==> src/rtl/s2p_frame_ctrl.sv <==
// Serial-to-parallel frame sequencer: drives the 5-to-32 bit-select and assembles 32-bit words.
// Word is valid one cycle after its 32nd bit; while a word waits for i_pready, o_srdy is low.
module s2p_frame_ctrl #(
  parameter int MSB_FIRST = 0,
  parameter int TIMEOUT   = 64,
  parameter int CNT_W     = 16
) (
  input  logic             i_clk,
  input  logic             i_rst_n,
  input  logic             i_sstart,
  input  logic             i_svalid,
  input  logic             i_sdin,
  output logic             o_srdy,
  output logic [31:0]      o_pdata,
  output logic             o_pvalid,
  input  logic             i_pready,
  output logic [4:0]       o_sel,
  output logic [31:0]      o_bit_we,
  output logic             o_err_abort,
  output logic             o_err_timeout,
  output logic [CNT_W-1:0] o_frame_cnt
);

  localparam int TW = (TIMEOUT > 1) ? $clog2(TIMEOUT) : 1;
  localparam logic [TW-1:0] TMO_LAST = TW'(TIMEOUT - 1);

  typedef enum logic [1:0] {ST_IDLE, ST_SHIFT, ST_HOLD} state_t;

  state_t           r_state, w_state_nxt;
  logic [4:0]       r_cnt;
  logic [31:0]      r_shadow;
  logic [31:0]      r_pdata;
  logic             r_pvalid;
  logic             r_err_abort;
  logic             r_err_timeout;
  logic [CNT_W-1:0] r_frame_cnt;
  logic [TW-1:0]    r_tmo;

  logic             w_start;
  logic             w_acc;
  logic             w_last;
  logic             w_tmo_hit;
  logic [4:0]       w_idx;
  logic [31:0]      w_merged;

  assign o_srdy    = (r_state != ST_HOLD);
  assign w_start   = i_svalid & i_sstart & o_srdy;
  // In IDLE only a start bit is taken; anything else is silently dropped.
  assign w_acc     = i_svalid & o_srdy & (i_sstart | (r_state == ST_SHIFT));
  assign w_last    = w_acc & ~i_sstart & (r_state == ST_SHIFT) & (r_cnt == 5'd31);
  assign w_tmo_hit = (TIMEOUT != 0) & (r_state == ST_SHIFT) & ~w_acc & (r_tmo == TMO_LAST);

  // A start bit always lands at index 0, even when it aborts a frame mid-word.
  assign w_idx    = w_start ? 5'd0 : r_cnt;
  assign o_sel    = (MSB_FIRST != 0) ? (5'd31 - w_idx) : w_idx;
  assign o_bit_we = w_acc ? (32'd1 << o_sel) : 32'd0;

  always_comb begin
    w_merged        = w_start ? 32'd0 : r_shadow;
    w_merged[o_sel] = i_sdin;
  end

  always_ff @(posedge i_clk or negedge i_rst_n) begin
    if (!i_rst_n) r_state <= ST_IDLE;
    else          r_state <= w_state_nxt;
  end

  always_comb begin
    w_state_nxt = r_state;
    case (r_state)
      ST_IDLE:  if (w_start) w_state_nxt = ST_SHIFT;
      ST_SHIFT: begin
        if (w_last)         w_state_nxt = ST_HOLD;
        else if (w_tmo_hit) w_state_nxt = ST_IDLE;
      end
      ST_HOLD:  if (r_pvalid && i_pready) w_state_nxt = ST_IDLE;
      default:  w_state_nxt = ST_IDLE;
    endcase
  end

  always_ff @(posedge i_clk or negedge i_rst_n) begin
    if (!i_rst_n) begin
      r_cnt         <= '0;
      r_shadow      <= '0;
      r_pdata       <= '0;
      r_pvalid      <= 1'b0;
      r_err_abort   <= 1'b0;
      r_err_timeout <= 1'b0;
      r_frame_cnt   <= '0;
      r_tmo         <= '0;
    end else begin
      r_err_abort   <= w_start & (r_state == ST_SHIFT);
      r_err_timeout <= w_tmo_hit;
      if (w_acc) begin
        r_tmo <= '0;
        if (w_last) begin
          r_shadow <= '0;
          r_cnt    <= '0;
          r_pdata  <= w_merged;
          r_pvalid <= 1'b1;
        end else begin
          r_shadow <= w_merged;
          r_cnt    <= w_start ? 5'd1 : r_cnt + 5'd1;
        end
      end else if (r_state == ST_SHIFT) begin
        if (w_tmo_hit) begin
          r_shadow <= '0;
          r_cnt    <= '0;
          r_tmo    <= '0;
        end else begin
          r_tmo <= r_tmo + TW'(1);
        end
      end else if ((r_state == ST_HOLD) && r_pvalid && i_pready) begin
        r_pvalid    <= 1'b0;
        r_frame_cnt <= r_frame_cnt + CNT_W'(1);
      end
    end
  end

  assign o_pdata       = r_pdata;
  assign o_pvalid      = r_pvalid;
  assign o_err_abort   = r_err_abort;
  assign o_err_timeout = r_err_timeout;
  assign o_frame_cnt   = r_frame_cnt;

endmodule

==> config.mk <==
export PLATFORM = sky130hd
export DESIGN_NAME = s2p_frame_ctrl
export DESIGN_NICKNAME = d
export VERILOG_FILES = /design/src/rtl/s2p_frame_ctrl.sv
export SDC_FILE = /design/constraint.sdc
export NUM_CORES = 1
export LEC_CHECK = 0
export BUFFER_PORTS_ARGS = -buffer_cell sky130_fd_sc_hd__buf_2
export CAP_MARGIN = 20
export CORE_ASPECT_RATIO = 0.6
export CORE_MARGIN = 4
export CORE_UTILIZATION = 34
export DETAILED_ROUTE_END_ITERATION = 6
export PLACE_DENSITY = 0.63
export SLEW_MARGIN = 20
export SYNTH_ARGS = -nofsm -noshare
export SYNTH_HDL_FRONTEND = slang
export SYNTH_SLANG_ARGS = --single-unit
export TNS_END_PERCENT = 10
==> constraint.sdc <==
create_clock -name i_clk -period 2.6 [get_ports i_clk]
set_clock_uncertainty 0.05 [all_clocks]
set_input_delay 0.13 -clock i_clk [delete_from_list [all_inputs] [get_ports i_clk]]
set_output_delay 0.13 -clock i_clk [all_outputs]
set_load 0.05 [all_outputs]
Word level (Yosys, flattened, before mapping)
Index checks and enable logic that the tools add are counted.
{"block": "totals", "input_bits": 6, "ff_bits": 96, "out_inout_bits": 89}
{"block": "classes", "n_addsub": 3, "eq_ne": 10, "bitwise": 14, "n_lt_le_gt_ge": 2, "shifts": 1, "n_mux": 27, "n_reduce_logical": 13}
{"cell": "$mux W32", "n": 6}
{"cell": "$bwmux W32", "n": 1}
{"cell": "$shl A1 B5 Y32 const A", "n": 1}
{"cell": "$mux W5", "n": 6}
{"cell": "$mux W6", "n": 3}
{"cell": "$add A16 B1 Y16 const B", "n": 1}
{"cell": "$and A1 B1 Y1", "n": 10}
{"cell": "$reduce_and A3 Y1", "n": 3}
{"cell": "$mux W2", "n": 4}
{"cell": "$ne A2 B2 Y1 const B", "n": 4}
{"cell": "$add A6 B1 Y6 const B", "n": 1}
{"cell": "$eq A6 B6 Y1 const B", "n": 1}
{"cell": "$lt A5 B6 Y1 const B", "n": 1}
{"cell": "$pmux W2 S3", "n": 1}
{"cell": "$reduce_bool A2 Y1", "n": 3}
{"cell": "$add A5 B1 Y5 const B", "n": 1}
{"cell": "$demux W1 S5", "n": 1}
{"cell": "$eq A5 B5 Y1 const B", "n": 1}
{"cell": "$ge A5 B1 Y1 const B", "n": 1}
{"cell": "$mux W1", "n": 5}
{"cell": "$logic_and A1 B1 Y1", "n": 4}
{"cell": "$reduce_and A2 Y1", "n": 2}
{"cell": "$ne A3 B3 Y1 const B", "n": 1}
{"cell": "$not A1 Y1", "n": 3}
{"cell": "other kinds (5)", "n": 5}

Logic depth before layout (Yosys ltp)
{"block": "depth", "word_depth": 10, "mapped_depth": 8, "mapped_depth_nobuf": 7}

Worst setup path after synthesis
Ideal clock, no wire load.
{"block": "synth_timing", "kind": "register to output", "startpoint": "register r_state[0]", "endpoint": "output port o_bit_we[11]", "required_ns": 2.420, "n_path_buf": 1, "path_stages_with_launch": 7, "arrival_time_ns": 2.108, "slack_ns": 0.312, "cell_sequence": "dfrtp_1 > and2b_2 > inv_4 > buf_4 > a21oi_2 > nand2_1 > nor2_1"}
{"block": "synth_between", "elab_chain_cells": 5, "word_cells_on_any_way": 9, "classes_between": "eq/ne: 2; shift: 1; mux: 2; bitwise: 4"}
{"item": "start, declared", "line": "29", "rtl": "state_t r_state, w_state_nxt;"}
{"item": "start signal, assigned", "line": "65", "rtl": "else r_state <= w_state_nxt;"}
{"item": "$ne A2 B2 Y1 *", "line": "46", "rtl": "assign o_srdy = (r_state != ST_HOLD);"}
{"item": "net o_srdy", "line": "13", "rtl": "output logic o_srdy,"}
{"item": "$and A1 B1 Y1", "line": "47", "rtl": "assign w_start = i_svalid & i_sstart & o_srdy;"}
{"item": "$mux W5", "line": "54", "rtl": "assign w_idx = w_start ? 5'd0 : r_cnt;"}
{"item": "$shl A1 B5 Y32", "line": "56", "rtl": "assign o_bit_we = w_acc ? (32'd1 << o_sel) : 32'd0;"}
{"item": "$mux W32 *", "line": "56"}
{"item": "end, declared", "line": "18", "rtl": "output logic [31:0] o_bit_we,"}
Mark *: on every way through the listed nets, which the timed path passes. The rest lies on a longest branch.

Worst setup path after layout
{"block": "layout_timing", "startpoint": "register r_state[1]", "endpoint": "output port o_bit_we[25]"}
{"block": "layout_between", "elab_chain_cells": 5, "word_cells_on_any_way": 9, "classes_between": "eq/ne: 2; shift: 1; mux: 2; bitwise: 4"}
{"item": "$ne A2 B2 Y1", "line": "46"}
{"item": "$and A1 B1 Y1", "line": "47"}
{"item": "$mux W5", "line": "54"}
{"item": "$shl A1 B5 Y32", "line": "56"}
{"item": "$mux W32 *", "line": "56"}
Every way passes the cells marked *; elsewhere a longest branch is shown, timed or not.

==> out/results.txt <==
Worst Path Required = 2420 ps
Yosys warnings = 0
Initial antenna violation count = 1
Worst flop-to-flop path endpoint = r_shadow[17]$_DFFE_PN0P_
Worst hold-check path type = in -> reg
Diode count = 0
Port buffer count = 94
Finished Layout Cells = 881
Power Density = 652 mW/mm²
Final HPWL DP = 11500 µm
Min-delay src = i_svalid
Final Hold Vio Count = 0
Status = finished clean
Max Fclk = 408 MHz
Sequential Power Share = 39.7%
Max FO, Critical Path = 19
Vias per inst = 5.64
End-of-flow core utilization = 42.9%
Final Cell Area = 0.00634 mm²
Clock-pin slew on the worst setup and hold paths = 70 ps
Root Buffer = clkbuf_16
Critical path class = reg -> out
R2R setup slack = 450 ps
Int Pwr = 2.60 mW
Syn Area/Cell = 8.95 µm²
Nature of the critical path startpoint = register
First-pass GRT wire length = 26600 µm
Post-synthesis sequential area ratio = 46.0%
Iteration-0 DRC count of the detailed router = 541
Sum Neg Setup Slack = 0 ps
Post-synth top flop = dfrtp_1
Final period util = 94.3%
# placed instances = 861
Switch Pwr = 1.53 mW
DP Area = 0.00598 mm²
Max-cap violations = 0
Synthesized area = 0.00523 mm²
Core region area = 0.0148 mm²
Distinct cells, synth = 64
GRT Residual Overflow = 0
Clock Latency Late Sink = 350 ps
Clk network pwr share = 31.5%
Static leakage = 2.99 nW
Drt wl/cell = 18.6 µm
Via Count = 4970
Sw frac = 37.0%
Commonest non-fill, non-tap cells in the layout = 94 x nand3_1, 94 x dfrtp_1, 93 x buf_2, 78 x nor2_1, 49 x nand2_1
TritonCTS Buffers = 9
Crit end category = output pin
Pin count of the biggest net entering global routing = 50
Final Setup Violations = 0
Yosys reg bits = 96
RD Place Congestion = 0.875
Syn Nets = 594
Worst hold endpoint = r_cnt[0]$_DFFE_PN0P_
Hold_ws = 86.0 ps
CTS sink cnt = 96
FP Rows = 34
Layout fillers = 1449
Die area = 0.0175 mm²
Vias in the first global route = 4820
Global-route usage over all layers = 18.7%
Worst r2r src = r_cnt[0]$_DFFE_PN0P_
Slew Viols, Final = 0
CTS Buffer Depth = 2
Slew at the pin closest to its max-slew limit = 1110 ps
Die width = 168 µm
Syn-to-layout area delta = 21.3%
IO Count = 95
Worst R2R Path Depth = 8
Hold depth = 2
Combinational power share = 28.7%
Max_slew headroom = 25.9%
CTS tree = done
RSZ-0062 raised after global routing = false
Worst IR Drop VDD = 0.000358 V
Die Span Y = 104 µm
Post-Synthesis Cells = 584
Layout cells sized above 1 = 25.5%
Initial Utilization = 35.4%
Remaining antenna violation count = 0
Drt drc = 0
Drt first pass iters = 6
CTS H-tree lvls = 3
Final wirelength = 16400 µm
Async SR Flop Fraction = 100%
Crit path DAT = 2270 ps
Post-synth EDFFs = 0
Nets@finish = 688
Min Tclk post-route = 2450 ps
synthesized netlist by cell type (3+ instances only):
| library cell | instances | share of area, % |
|---|---|---|
| o21ai_0 | 31 | 3.0 |
| o211ai_1 | 31 | 4.5 |
| mux2i_1 | 7 | 1.3 |
| buf_4 | 5 | 0.72 |
| a21o_1 | 3 | 0.43 |
| nor2_1 | 79 | 5.7 |
| dfrtp_1 | 96 | 46 |
| nor3b_1 | 3 | 0.43 |
| xnor2_1 | 13 | 2.2 |
| nand3_1 | 94 | 9.0 |
| nand2_1 | 52 | 3.7 |
| xor2_1 | 6 | 1.0 |
| a31oi_1 | 25 | 3.0 |
| nor2b_1 | 5 | 0.60 |
| and3_1 | 3 | 0.36 |
| buf_1 | 3 | 0.22 |
| buf_2 | 14 | 1.3 |
| a21oi_1 | 17 | 1.6 |
| inv_1 | 6 | 0.43 |
| ha_1 | 4 | 0.96 |
| and2_1 | 5 | 0.60 |
| o2111ai_1 | 3 | 0.50 |
| a2111oi_4 | 3 | 1.6 |
| clkbuf_1 | 18 | 1.3 |
registers in the layout, indices dropped and copies added, names as in the netlist:
signal / count
o_pdata: 32
o_err_abort: 1
r_shadow: 32
o_frame_cnt: 16
o_err_timeout: 1
r_cnt: 5
r_tmo: 6
o_pvalid: 1
r_state: 2
how the worst max path moves through the flow:
stage,start,end,slack (ps)
after floorplan,r_state[0]$_DFFE_PN0P_,o_bit_we[11],310
after global placement,r_state[1]$_DFFE_PN0P_,o_bit_we[17],280
after detailed placement,r_state[1]$_DFFE_PN0P_,o_bit_we[25],190
after CTS,r_state[1]$_DFFE_PN0P_,o_bit_we[25],30
after global routing,r_state[1]$_DFFE_PN0P_,o_bit_we[25],10
final,r_state[1]$_DFFE_PN0P_,o_bit_we[25],150
critical path, stage by stage (launching register included):
cell and delay, ps:
dfrtp_2 460, and2b_4 310, inv_4 180, a21boi_4 340, nand2_2 190, nor2_1 150, buf_2 290
what timing repair did:
action,4_1_cts,5_1_grt
setup buffers,0,3
gates resized for setup,4,7
setup endpoints to repair,24,26
hold buffers,1,0
endpoints found under the hold margin,47,0
pin swaps,0,0
cloned,0,0
power groups by stage:
stage	Sequential [mW]	Clock (mW)	Combinational, mW
2_1_floorplan	1.64	0	0.750
3_3_place_gp	1.66	0	1.12
3_5_place_dp	1.67	0	1.14
4_1_cts	1.64	1.33	1.16
5_1_grt	1.65	1.40	1.28
6_report	1.64	1.30	1.19
per-layer routing:
layer / vias to the layer above / routed length [µm] / share of wire, % / track usage, %
li1: 2293 / - / - / -
met1: 2419 / 7470 / 45 / 27.5
met2: 230 / 7180 / 44 / 26.7
met3: 26 / 1570 / 9.5 / 5.55
met4: 2 / 201 / 1.2 / 4.52
met5: - / 7 / 0.043 / 0
cells by family (layout without fill, tap and decap cells):
family,Yosys count,in the layout,share of synthesized area [%]
compound gates,141,141,19.5
xor+xnor,19,19,3.18
fa+ha+maj,4,4,0.957
buf+inv,51,150,4.79
flops,96,96,46.0
mux,8,8,1.56
simple gates,265,265,24.1
per-stage QoR:
| step | worst slack, ps | power [mW] |
|---|---|---|
| after floorplan | 312 | 2.39 |
| after CTS | 28.3 | 4.14 |
| after global routing | 14.3 | 4.34 |
| final | 149 | 4.13 |
| after global placement | 279 | 2.78 |
| after detailed placement | 192 | 2.81 |
cell type report:
type	instances	area, µm²	share of cell area (%)
Tap cell	198	248	3.91
Sequential cell	96	2400	37.9
Clock inverter	7	60.1	0.947
Timing Repair Buffer	125	733	11.6
Clock buffer	9	225	3.55
Inverter	9	45.0	0.710
Multi-Input combinational cell	437	2620	41.4
Note: power is estimated with default switching activity, not from simulation.
